[src/rtl/mem_arbiter.sv]
// Two-master round-robin arbiter onto a single shared memory port, one transaction outstanding.
// Accept in IDLE (same-cycle ready), issue next cycle; stalls in REQ/RESP hold all state.
module mem_arbiter #(
    parameter int AW = 32,
    parameter int DW = 32
) (
    input  logic              clk,
    input  logic              rst,

    input  logic              m0_req_valid,
    output logic              m0_req_ready,
    input  logic [AW-1:0]     m0_addr,
    input  logic              m0_wen,
    input  logic [DW-1:0]     m0_wdata,
    input  logic [DW/8-1:0]   m0_wmask,
    output logic              m0_resp_valid,
    input  logic              m0_resp_ready,
    output logic [DW-1:0]     m0_rdata,

    input  logic              m1_req_valid,
    output logic              m1_req_ready,
    input  logic [AW-1:0]     m1_addr,
    input  logic              m1_wen,
    input  logic [DW-1:0]     m1_wdata,
    input  logic [DW/8-1:0]   m1_wmask,
    output logic              m1_resp_valid,
    input  logic              m1_resp_ready,
    output logic [DW-1:0]     m1_rdata,

    output logic              s_req_valid,
    input  logic              s_req_ready,
    output logic [AW-1:0]     s_addr,
    output logic              s_wen,
    output logic [DW-1:0]     s_wdata,
    output logic [DW/8-1:0]   s_wmask,
    input  logic              s_resp_valid,
    output logic              s_resp_ready,
    input  logic [DW-1:0]     s_rdata,

    output logic [1:0]        grant
);

    typedef enum logic [1:0] {
        IDLE = 2'd0,
        REQ  = 2'd1,
        RESP = 2'd2
    } state_t;

    state_t state;
    logic   last_grant;     // 1 = m1 owned the previous transaction
    logic   pick_m1;
    logic   in_idle;
    logic   in_resp;
    logic   accept;
    logic   owner_resp_ready;

    // m1 wins when it is the only requester, or on a tie when m0 went last.
    always_comb begin
        pick_m1 = m1_req_valid & (~m0_req_valid | ~last_grant);
    end

    assign in_idle = rst & (state == IDLE);
    assign in_resp = rst & (state == RESP);

    assign m0_req_ready = in_idle & m0_req_valid & ~pick_m1;
    assign m1_req_ready = in_idle & pick_m1;
    assign accept       = m0_req_ready | m1_req_ready;

    assign owner_resp_ready = grant[1] ? m1_resp_ready : m0_resp_ready;

    assign s_req_valid   = rst & (state == REQ);
    assign s_resp_ready  = in_resp & owner_resp_ready;
    assign m0_resp_valid = in_resp & grant[0] & s_resp_valid;
    assign m1_resp_valid = in_resp & grant[1] & s_resp_valid;

    assign m0_rdata = s_rdata;
    assign m1_rdata = s_rdata;

    always_ff @(posedge clk) begin
        if (!rst) begin
            state      <= IDLE;
            grant      <= 2'b00;
            last_grant <= 1'b1;
            s_addr     <= '0;
            s_wen      <= 1'b0;
            s_wdata    <= '0;
            s_wmask    <= '0;
        end else begin
            case (state)
                IDLE: begin
                    if (accept) begin
                        if (pick_m1) begin
                            s_addr  <= m1_addr;
                            s_wen   <= m1_wen;
                            s_wdata <= m1_wdata;
                            s_wmask <= m1_wmask;
                            grant   <= 2'b10;
                        end else begin
                            s_addr  <= m0_addr;
                            s_wen   <= m0_wen;
                            s_wdata <= m0_wdata;
                            s_wmask <= m0_wmask;
                            grant   <= 2'b01;
                        end
                        state <= REQ;
                    end
                end
                REQ: begin
                    if (s_req_ready) begin
                        state <= RESP;
                    end
                end
                RESP: begin
                    if (s_resp_valid && owner_resp_ready) begin
                        last_grant <= grant[1];
                        grant      <= 2'b00;
                        state      <= IDLE;
                    end
                end
                default: begin
                    state <= IDLE;
                    grant <= 2'b00;
                end
            endcase
        end
    end

endmodule

[config.mk]
export PLATFORM = sky130hd
export DESIGN_NAME = mem_arbiter
export DESIGN_NICKNAME = d
export VERILOG_FILES = /design/src/rtl/mem_arbiter.sv
export SDC_FILE = /design/constraint.sdc
export NUM_CORES = 1
export LEC_CHECK = 0
export BUFFER_PORTS_ARGS = -buffer_cell sky130_fd_sc_hd__buf_2
export CAP_MARGIN = 0
export CORE_AREA = 2 2 123 125
export CTS_BUF_LIST = sky130_fd_sc_hd__clkbuf_16
export CTS_CLUSTER_DIAMETER = 200
export CTS_CLUSTER_SIZE = 16
export DETAILED_ROUTE_END_ITERATION = 6
export DIE_AREA = 0 0 125 127
export PLACE_DENSITY = 0.73
export SLEW_MARGIN = 20
export SYNTH_ARGS = -nofsm -noshare
export SYNTH_HDL_FRONTEND = slang
export SYNTH_SLANG_ARGS = --single-unit
[constraint.sdc]
create_clock -name clk -period 1.5 [get_ports clk]
set_input_delay 0 -clock clk [delete_from_list [all_inputs] [get_ports clk]]
set_output_delay 0 -clock clk [all_outputs]
set_load 0.02 [all_outputs]
==> metrics <==
Final Hold Vio Count 0; Worst Hold Class in -> out; CP max stage delay 360 ps; post-synthesis cell area 4424 µm²; Final Worst Setup Slack ~15 ps; total core area 14,420 µm²; critical path required time 1720 ps; crit path kind reg -> reg; NumNets Final 976; grt total ovfl 0; CP arrival 1700 ps; outcome finished clean; Layout area overhead 66.15%; clk sinks 74; CP max FO 9; Max Fclk 673.4 MHz; Slew @ Worst Pin 375.1 ps; Max Slew Vio Count 0; std cell rows 44; GRT Total Usage 0.2064; mean post-synth cell area approximately 9.0 µm²; cell count after synthesis 493; Sw Share 0.3216; first-pass GRT wire length roughly 26,000 µm; internal power between 4 and 5 mW; antenna violations before repair 0; RSZ-0062 raised after global routing yes; Yosys Warn Count 0; Clock Path Buffers 2; synthesized net count 671; H-Tree Depth 3; sequential area share after synthesis 0.3348; Commonest cells post-synth nand2_1, dfxtp_1, a21oi_1, a311oi_2, buf_4; CTS Buf Count 9; CP Launch Type register; P_leak 3.234 nW; endpoints failing setup 0; Worst VDD drop 0.5286 mV; Residual DRC 0; drt pass-1 iters 4; vias in the first global route 4,979; CP endpoint kind register; cell area after placement 5187 µm²; period utilization 0.9900; via count 5,016; fin area ~7400 µm²; number of max-cap violations 0; post-synthesis register bit count 74; wire per inst roughly 18 µm; ys flop type dfxtp_1; Synth cell types 29; PwrDens ~900 nW/µm²; sequential power share 0.342; placed cell count 804; root buf cell clkbuf_16; Die W about 130 µm; top-area cell type share of the netlist area 0.3348; ANT cells 0; share of layout cells above drive strength 1 0.4483; Post-Route Skew 7.571 ps; drt initial violations 260; routability congestion estimate 0.8120; Worst-path clk slew 60 ps; Port Buffer Count 222; die footprint 15,880 µm²; EDFF count, synth 0; Detail Placement HPWL 9718 µm; most used cell, CP buf_6; Gate power share 0.336; CTS tree built; count leader, synth nand2_1; sw power 2.128 mW; Clock Power Share 0.322; Slew headroom 0.7499; Setup WS pre-CTS 49.67 ps; Starting Density 0.3067; Period minus WS final 1485 ps; fin cells 987; Clock Latency Late Sink ~340 ps; Setup TNS 0 ps; Avg Vias per Cell 5.082; Post-DRT Antenna Nets 0; Util after Layout 0.5096; cell taking the most area after synthesis dfxtp_1; CP max stage cell dfxtp_4; drt total wl 18,240 µm; top cells by area, synth dfxtp_1, a311oi_2, nand2_1; Worst R2R Setup Slack roughly 15 ps; Die H about 130 µm; I/O pins 319; ys async rst share 0; CP Cell Sequence nor3b_4, buf_6, buf_6, and2_4, buf_8, a311oi_2; largest net degree at the start of global routing 37
## worst paths after layout
| check | start | to | depth (start not counted) |
|---|---|---|---|
| hold reg to reg | state[0] | state[1] | 2 |
| hold / removal | s_rdata[31] | m1_rdata[31] | 0 |
| setup / recovery | state[0] | s_wdata[27] | 6 |
| setup reg to reg | state[0] | s_wdata[27] | 6 |
## power by group through the flow
stage,registers [mW],clock network (mW),logic [mW]
floorplan,2.52,0,1.13
global placement,2.30,0,1.62
detailed placement,2.30,0,1.64
CTS,2.26,2.18,2.04
global route,2.28,2.30,2.36
finish,2.26,2.13,2.22
## per-layer routing
metal  vias up  wire, µm  global-route usage
met4         0       993              0.1190
met5         -         0                   0
li1       2305         -                   -
met2       307      9018              0.3609
met1      2321      6622              0.2262
met3        83      1605             0.05570
## per-stage QoR
step	power [mW]	hold WS (ps)
after floorplan	3.643	76.23
after global placement	3.917	0.1996
after detailed placement	3.939	0.1996
after CTS	6.474	0.1996
after global routing	6.942	0.04597
final	6.618	0.009759
## sequential cells by signal (all words and copies together), names as in the netlist
| register | flops |
|---|---|
| s_addr | 32 |
| s_wdata | 32 |
| s_wmask | 4 |
| grant | 2 |
| state | 2 |
| last_grant | 1 |
| s_wen | 1 |
## logic make-up (layout without fill, tap and decap cells)
logic type,Yosys count,after routing,share of synthesized area
AND/OR/NAND/NOR,153,154,0.1397
AO/OA/AOI/OAI,151,151,0.3343
buffers and inverters,114,423,0.1886
flip-flops,74,74,0.3348
multiplexers,1,1,0.002545
## cells in the final DEF (no fill, tap or decap), drive strengths merged, types with 2 or more instances in the layout
cell type    netlist  layout
buf               87     255
and2               2       3
a21bo              2       2
clkinv             0       3
clkinvlp           0       2
and3               3       3
a31oi              2       2
a21oi             72      72
nand2            139     139
inv                4       5
dfxtp             74      74
dlygate4sd3        0     142
nor3               2       2
clkbuf            23      15
a311oi            71      71
## what timing repair did
action	4_1_cts	5_1_grt
buffers inserted	7	5
hold endpoints to repair	72	1
endpoints found under the setup margin	4	70
resized for setup	15	18
pin swaps	9	8
hold buffers	141	1
gates cloned	3	11
## final cells by class
cell class | instances | area [µm²]
Clock buffer | 9 | 225.2
Clock inverter | 7 | 61.31
Fill cell | 1261 | 7073
Inverter | 4 | 17.52
Multi-Input combinational cell | 306 | 2158
Sequential cell | 74 | 1488
Tap cell | 184 | 230.2
Timing Repair Buffer | 403 | 3171
## critical path, delay by kind of cell, from the launching register on
family / cells / cell delay [ps]
flops: 1 / 360
compound gates: 1 / 100
buf+inv: 3 / 460
simple gates: 2 / 440
No activity file was read; power rests on OpenSTA's default activity.
